`config.mk`:
```
export PLATFORM = sky130hd
export DESIGN_NAME = fetch_stage
export DESIGN_NICKNAME = d
export VERILOG_FILES = /design/src/rtl/fetch_stage.sv
export SDC_FILE = /design/constraint.sdc
export NUM_CORES = 1
export LEC_CHECK = 0
export CELL_PAD_IN_SITES_DETAIL_PLACEMENT = 1
export CELL_PAD_IN_SITES_GLOBAL_PLACEMENT = 2
export CORE_UTILIZATION = 31
export CTS_BUF_LIST = sky130_fd_sc_hd__clkbuf_8 sky130_fd_sc_hd__clkbuf_16
export DETAILED_ROUTE_END_ITERATION = 8
export GPL_TIMING_DRIVEN = 0
export PLACE_DENSITY_LB_ADDON = 0.1
export SYNTH_ARGS = -nofsm -noshare
export SYNTH_HDL_FRONTEND = slang
export SYNTH_SLANG_ARGS = --single-unit
```
`constraint.sdc`:
```
create_clock -name clk_i -period 2.1 [get_ports clk_i]
set_input_delay 0.315 -clock clk_i [delete_from_list [all_inputs] [get_ports clk_i]]
set_output_delay 0.315 -clock clk_i [all_outputs]
set_load 0.05 [all_outputs]
```
`src/rtl/fetch_stage.sv`:
```
// IF stage + IF/ID register: owns the PC, fetches over a variable-latency req/ack bus.
// Latency: a word acked in cycle N is on the IF/ID outputs in cycle N+1.
// Backpressure: hold (IFIDStall | ~PCWrite) parks an arriving word in a 1-entry buffer; slow memory yields bubbles.
// Optional: FETCH_PERF_CNT_EN enables the fetch/bubble performance counters.
module fetch_stage #(
    parameter logic [31:0] RESET_PC  = 32'h0000_0000,
    parameter logic [31:0] NOP_INSTR = 32'h0000_0013
) (
    input  logic        clk_i,
    input  logic        rst_i,
    input  logic        PCWrite_i,
    input  logic        IFIDStall_i,
    input  logic        IFIDFlush_i,
    input  logic [31:0] branch_target_i,
    output logic        imem_req_o,
    output logic [31:0] imem_addr_o,
    input  logic        imem_ack_i,
    input  logic [31:0] imem_rdata_i,
    output logic [31:0] pc_IFID_o,
    output logic [31:0] instr_IFID_o,
    output logic        valid_IFID_o,
    output logic [31:0] fetch_cnt_o,
    output logic [31:0] bubble_cnt_o
);

    typedef enum logic [1:0] {
        S_REQ  = 2'd0,
        S_HOLD = 2'd1,
        S_DROP = 2'd2
    } state_t;

    state_t      state_q, state_d;
    logic [31:0] pc_q, pc_d;
    logic [31:0] drop_addr_q, drop_addr_d;
    logic [31:0] buf_pc_q, buf_pc_d;
    logic [31:0] buf_instr_q, buf_instr_d;
    logic [31:0] ifid_pc_q, ifid_pc_d;
    logic [31:0] ifid_instr_q, ifid_instr_d;
    logic        ifid_valid_q, ifid_valid_d;
    logic        hold;
    logic        ack;

    assign hold = IFIDStall_i | ~PCWrite_i;

    // The request is killed combinationally while reset is asserted so an
    // in-flight transaction is abandoned immediately.
    assign imem_req_o  = rst_i & (state_q != S_HOLD);
    assign imem_addr_o = (state_q == S_DROP) ? drop_addr_q : pc_q;
    assign ack         = imem_ack_i & imem_req_o;

    assign pc_IFID_o    = ifid_pc_q;
    assign instr_IFID_o = ifid_instr_q;
    assign valid_IFID_o = ifid_valid_q;

    // Next-state: flush beats hold, hold beats draining the buffer, then new data, else bubble.
    always_comb begin
        state_d      = state_q;
        pc_d         = pc_q;
        drop_addr_d  = drop_addr_q;
        buf_pc_d     = buf_pc_q;
        buf_instr_d  = buf_instr_q;
        ifid_pc_d    = ifid_pc_q;
        ifid_instr_d = ifid_instr_q;
        ifid_valid_d = ifid_valid_q;
        if (IFIDFlush_i) begin
            ifid_valid_d = 1'b0;
            ifid_instr_d = NOP_INSTR;
            pc_d         = branch_target_i;
            buf_pc_d     = '0;
            buf_instr_d  = NOP_INSTR;
            case (state_q)
                S_REQ: begin
                    // Request already on the bus cannot be withdrawn: remember
                    // its address and swallow the eventual response.
                    if (!ack) begin
                        drop_addr_d = pc_q;
                        state_d     = S_DROP;
                    end
                end
                S_DROP: begin
                    if (ack) state_d = S_REQ;
                end
                default: state_d = S_REQ;
            endcase
        end else if (hold) begin
            if (state_q == S_REQ && ack) begin
                buf_pc_d    = pc_q;
                buf_instr_d = imem_rdata_i;
                pc_d        = pc_q + 32'd4;
                state_d     = S_HOLD;
            end else if (state_q == S_DROP && ack) begin
                state_d = S_REQ;
            end
        end else if (state_q == S_HOLD) begin
            ifid_pc_d    = buf_pc_q;
            ifid_instr_d = buf_instr_q;
            ifid_valid_d = 1'b1;
            state_d      = S_REQ;
        end else if (state_q == S_REQ && ack) begin
            ifid_pc_d    = pc_q;
            ifid_instr_d = imem_rdata_i;
            ifid_valid_d = 1'b1;
            pc_d         = pc_q + 32'd4;
        end else begin
            ifid_pc_d    = pc_q;
            ifid_instr_d = NOP_INSTR;
            ifid_valid_d = 1'b0;
            if (state_q == S_DROP && ack) state_d = S_REQ;
        end
    end

    // State, PC, hold buffer and IF/ID register.
    always_ff @(posedge clk_i or negedge rst_i) begin
        if (!rst_i) begin
            state_q      <= S_REQ;
            pc_q         <= RESET_PC;
            drop_addr_q  <= '0;
            buf_pc_q     <= '0;
            buf_instr_q  <= NOP_INSTR;
            ifid_pc_q    <= '0;
            ifid_instr_q <= NOP_INSTR;
            ifid_valid_q <= 1'b0;
        end else begin
            state_q      <= state_d;
            pc_q         <= pc_d;
            drop_addr_q  <= drop_addr_d;
            buf_pc_q     <= buf_pc_d;
            buf_instr_q  <= buf_instr_d;
            ifid_pc_q    <= ifid_pc_d;
            ifid_instr_q <= ifid_instr_d;
            ifid_valid_q <= ifid_valid_d;
        end
    end

`ifdef FETCH_PERF_CNT_EN
    logic        fetch_inc;
    logic        bubble_inc;
    logic [31:0] fetch_cnt_q;
    logic [31:0] bubble_cnt_q;

    assign fetch_inc  = ~IFIDFlush_i & ~hold &
                        ((state_q == S_HOLD) | ((state_q == S_REQ) & ack));
    assign bubble_inc = ~IFIDFlush_i & ~hold & ~fetch_inc;

    // Free-running wrap-around event counters.
    always_ff @(posedge clk_i or negedge rst_i) begin
        if (!rst_i) begin
            fetch_cnt_q  <= '0;
            bubble_cnt_q <= '0;
        end else begin
            if (fetch_inc)  fetch_cnt_q  <= fetch_cnt_q + 32'd1;
            if (bubble_inc) bubble_cnt_q <= bubble_cnt_q + 32'd1;
        end
    end

    assign fetch_cnt_o  = fetch_cnt_q;
    assign bubble_cnt_o = bubble_cnt_q;
`else
    assign fetch_cnt_o  = '0;
    assign bubble_cnt_o = '0;
`endif

endmodule

```
Word-level counts from Yosys, hierarchy flattened
Cells that the tools add are included.
{"block": "word_totals", "ff_bits": 195, "latchBits": 0, "mem_bits_rw": 0, "romBits": 0, "out_inout_bits": 162, "wordCells": 62, "n_memories": 0}
{"block": "op_classes", "addsub": 1, "mul": 0, "n_div": 0, "magnitude_cmp": 0, "eq_ne": 8, "shift": 0, "muxes": 29, "bitwise_logic": 7, "reduce_logical": 9}
{"cell": "2-to-1 mux 32 bit", "n": 16}
{"cell": "adder 32 x 3 -> 32 bit (second input constant)", "n": 1}
{"cell": "2-to-1 mux 2 bit", "n": 8}
{"cell": "!= test 3 bit (second input constant)", "n": 3}
{"cell": "AND reduction 3 bit", "n": 2}
{"cell": "2-to-1 mux 1 bit", "n": 4}
{"cell": "!= test 4 x 3 -> 1 bit (second input constant)", "n": 1}
{"cell": "NOT 1 bit", "n": 4}
{"cell": "one-hot mux 2 bit (2 select lines)", "n": 1}
{"cell": "AND reduction 2 bit", "n": 2}
{"cell": "nonzero test 2 bit", "n": 2}
{"cell": "bitwise AND 1 bit", "n": 2}
{"cell": "equality test 2 x 1 -> 1 bit (second input constant)", "n": 1}
{"cell": "equality test 2 bit (second input constant)", "n": 1}
{"cell": "logical AND 1 bit", "n": 2}
{"cell": "logical NOT 2 bit", "n": 1}
{"cell": "!= test 2 x 1 -> 1 bit (second input constant)", "n": 1}
{"cell": "!= test 2 bit (second input constant)", "n": 1}
{"cell": "OR 1 bit", "n": 1}

Logic depth before layout (Yosys ltp)
{"block": "logic_depth", "depth_word": 9, "ltp_mapped": 8, "depth_no_buf": 6}

Least setup slack after synthesis
Ideal clock, no wire load.
{"block": "synth_path", "kind": "register to output", "start": "register state_q[1]", "end": "output port imem_addr_o[15]", "arrival_time_ns": 2.083, "required_time_ns": 1.785, "slack_ns": -0.298, "path_stages_with_launch": 5, "n_path_buf": 2, "cell_sequence": "dfrtp_1 nor2b_1 clkbuf_1 clkbuf_1 o21ai_0"}
{"block": "synth_between", "elab_chain_len": 2}
{"item": "start: declaration", "line_no": "32", "rtl": "state_t state_q, state_d;"}
{"item": "start signal: assignment", "line_no": "124", "rtl": "state_q <= state_d;"}
{"item": "equality test 2 bit", "line_no": "48", "rtl": "assign imem_addr_o = (state_q == S_DROP) ? drop_addr_q : pc_q;"}
{"item": "2-to-1 mux 32 bit", "line_no": "48"}
{"item": "end: declaration", "line_no": "16", "rtl": "output logic [31:0] imem_addr_o,"}
Every way passes these cells.

Worst setup path after layout
{"block": "layout_path", "start": "register state_q[0]", "end": "output port imem_addr_o[25]"}
The elaborated chain is that of the path after synthesis.

==> metrics.log <==
[metrics] Mapped Avg Cell Area: 10.6 um^2
[metrics] global-route wire length before repair: 45,700 um
[metrics] violations in the final reports: hold timing, setup timing
[metrics] number of cells on the critical path: 5
[metrics] placeable core area: 28,900 um^2
[metrics] Total Routed Length: 29,400 um
[metrics] chain of cells forming the critical path: nor2b_4 -> buf_8 -> buf_12 -> mux2_2 -> buf_6
[metrics] effective utilization at floorplan: 0.317
[metrics] Fin Hold WS: -0.223 ns
[metrics] total net switching power: 4.26 mW
[metrics] worst-case reg-to-reg path depth: 7
[metrics] Yosys warning total: 0
[metrics] result of the run: complete, but fails checks
[metrics] # H-tree levels: 4
[metrics] Sw Share: 0.371
[metrics] TritonCTS Buffers: 17
[metrics] count of nets after finishing: 1,201
[metrics] Synth async-reset ratio: 1.00
[metrics] full die area: 30,200 um^2
[metrics] Avg Vias per Cell: 4.86
[metrics] most common library cell in the layout ignoring fill and taps: sky130_fd_sc_hd__dfrtp_1
[metrics] critical path's top delay family: flip-flops
[metrics] number of clock sinks: 195
[metrics] floorplan die height: 174 um
[metrics] setup repair after global routing missed its margin: true
[metrics] complex-gate fraction of the synthesized area: 0.150
[metrics] fraction of layout cells with a size suffix above 1: 0.253
[metrics] routability cong.: 0.779
[metrics] most frequent cells in the layout: sky130_fd_sc_hd__dfrtp_1, sky130_fd_sc_hd__clkdlybuf4s50_1, sky130_fd_sc_hd__nand2_1
[metrics] adder-cell share of the synthesized area: 0.00137
[metrics] count of vias placed by the detailed router: 7,426
[metrics] FF-to-FF End: buf_pc_q[1]
[metrics] area of all placed cells without fillers: 12,700 um^2
[metrics] post-route setup slack: -0.0778 ns
[metrics] post-synthesis instance area: 9160 um^2
[metrics] total I/O pin count: 232
[metrics] Critical Path End Type: primary output
[metrics] hold violation count in the final report: 87
[metrics] Placement Rows: 62
[metrics] Power Internal: 7.22 mW
[metrics] xor/xnor cell area share of the yosys netlist: 0.0153
[metrics] PD cells: 908 nW/um^2
[metrics] Logic pwr share: 0.319
[metrics] initial detailed-routing violation count: 412
[metrics] PortBufs: 167
[metrics] slowest cell delay on critical path: 0.46 ns
[metrics] pin count of the biggest net entering global routing: 95
[metrics] critical path startpoint: state_q[0]
[metrics] insertion delay of the later-clocked pin in the worst-skew pair: 0.45 ns
[metrics] slew margin rel.: 0.516
[metrics] number of violations of the max-capacitance limit: 0
[metrics] maximum count of clock buffers along a single path: 2
[metrics] slew at the pin with the worst max-slew slack: 0.726 ns
[metrics] min-delay worst type: in2async
[metrics] Register-to-Register Setup Slack: 0.09 ns
[metrics] dominant combinational cell family by area after synthesis: compound AO/OA/AOI/OAI gates
[metrics] Final Setup Violations: 28
[metrics] clock period minus worst slack: 2.18 ns
[metrics] crit path buf inv count: 3
[metrics] grt ovf: 0
[metrics] final setup skew: 0.0159 ns
[metrics] total of flip-flops plus latches after synthesis: 195
[metrics] clock root cell: sky130_fd_sc_hd__clkbuf_16
[metrics] kind of start point of the critical path: register
[metrics] Max Fanout on Critical Path: 10
[metrics] setup TNS: -1.57 ns
[metrics] ANT cells: 0
[metrics] crit share post-route: 1.04
[metrics] count of flip-flops with a built-in enable after synthesis: 0
[metrics] cell with the largest stage delay on the worst path: sky130_fd_sc_hd__dfrtp_2
[metrics] die width: 174 um
[metrics] top_reg_cell synth: sky130_fd_sc_hd__dfrtp_1
[metrics] Clock transition at path regs: 0.08 ns
[metrics] Worst EP arrival: 1.86 ns
[metrics] utilization of the core after routing: 0.438
[metrics] average wire per standard cell: 19.2 um
[metrics] Critical Setup Path Class: reg2out
[metrics] layout overhead on the synthesized area: 38.2%
[metrics] share of the yosys chip area belonging to registers: 0.534
[metrics] Detail Placement HPWL: 20,300 um
[metrics] Peak VDD IR: 0.393 mV
[metrics] static leakage: 5.90 nW
[metrics] post-synthesis mux area share: 0.0757
[metrics] highest achievable clock rate: 459 MHz
[metrics] instance count of the mapped netlist: 865
[metrics] Worst R2R Start: state_q[1]
[metrics] number of global-route vias before repair: 7,655
[metrics] cell area after placement: 11,600 um^2
[metrics] simple-gate portion of the synthesized area: 0.123
[metrics] Filler cells: 3,226
[metrics] part of the total power dissipated in the clock network: 0.293
[metrics] Crit path required time: 1.78 ns
[metrics] post-synthesis cell type count: 55
[metrics] overall global routing resource usage: 0.197
[metrics] 1st-pass router iterations: 6
[metrics] ANT nets after route: 0
[metrics] DR DRC count: 0
[metrics] sequential share of power: 0.388
[metrics] Setup crit end: imem_addr_o[25]
[metrics] initial antenna violation count: 1
[metrics] max-slew violation total from the final report: 0
[metrics] clock tree from TritonCTS: done
[layer usage]
layer,vias to the layer above,share of wire,global-route usage
li1,3468,-,-
met1,3771,0.45,0.259
met3,18,0.050,0.0412
met5,-,0.00037,0
met2,167,0.49,0.332
met4,2,0.0088,0.0461
[synth_stat cells, drive strengths merged, types with 5 or more instances]
master	instances	area share
nand2	100	0.041
xnor2	8	0.0077
a31oi	30	0.020
inv	39	0.016
nor2	52	0.021
o21ai	33	0.018
a222oi	29	0.032
and2	5	0.0034
and4	5	0.0049
nor3	20	0.011
nand4	12	0.011
dfstp	6	0.017
dfrtp	189	0.52
a21oi	16	0.0087
xor2	8	0.0077
nand3	8	0.0044
mux2	58	0.071
a22o	56	0.054
buf	90	0.066
nor4	5	0.0051
nor2b	6	0.0041
clkbuf	44	0.018
[repair_timing]
item / CTS / global route
hold endpoints to repair: 87 / 87
gates resized for setup: 264 / 72
setup endpoints to repair: 213 / 143
cloned: 2 / 1
pin swaps: 1 / 1
setup buffers: 5 / 11
[stage by stage]
step	hold slack (ns)	worst slack, ns	instances	power [mW]
floorplan	0.0194	-0.298	928	6.77
global placement	0.455	-9.21	1479	7.91
detailed placement	0.382	-1.17	1480	7.95
CTS	-0.186	-0.177	1517	11.4
global route	-0.181	-0.138	1527	12.0
finish	-0.223	-0.0778	1527	11.5
[power groups by stage]
stage / Sequential [mW] / Combinational, mW / Clock (mW)
2_1_floorplan: 4.88 / 1.89 / 0
3_3_place_gp: 4.51 / 3.40 / 0
3_5_place_dp: 4.52 / 3.43 / 0
4_1_cts: 4.45 / 3.47 / 3.46
5_1_grt: 4.52 / 3.88 / 3.58
6_report: 4.45 / 3.67 / 3.37
[registers in the layout, summed over array words and instances, names as in the netlist]
signal        count
buf_instr_q      32
buf_pc_q         32
drop_addr_q      32
instr_IFID_o     32
pc_IFID_o        32
pc_q             32
state_q           2
valid_IFID_o      1
[cell type report]
class	instances	area (um^2)	share of cell area
tap	384	480	0.0380
timing repair buffer	187	1950	0.154
buffer	130	863	0.0682
sequential	195	4890	0.387
clock inverter	14	160	0.0127
inverter	39	146	0.0116
clock buffer	18	439	0.0347
multi-input combinational	560	3720	0.294
[worst min path at each step]
stage | from | to | cells after the start
floorplan | rst_i | buf_instr_q[10] | 0
global placement | instr_IFID_o[1] | instr_IFID_o[1] | 2
detailed placement | rst_i | drop_addr_q[11] | 1
CTS | rst_i | drop_addr_q[11] | 1
global route | rst_i | drop_addr_q[12] | 1
finish | rst_i | drop_addr_q[12] | 1
[logic make-up (layout without fill, tap and decap cells)]
family                   count (synthesis)  after routing
buffers and inverters                  173            388
AO/OA/AOI/OAI                          184            184
multiplexers                            62             62
adder cells (fa/ha/maj)                  1              1
AND/OR/NAND/NOR                        233            233
XOR/XNOR                                16             16
other                                    1             64
flip-flops                             195            195
(Power assumes the default switching activity.)
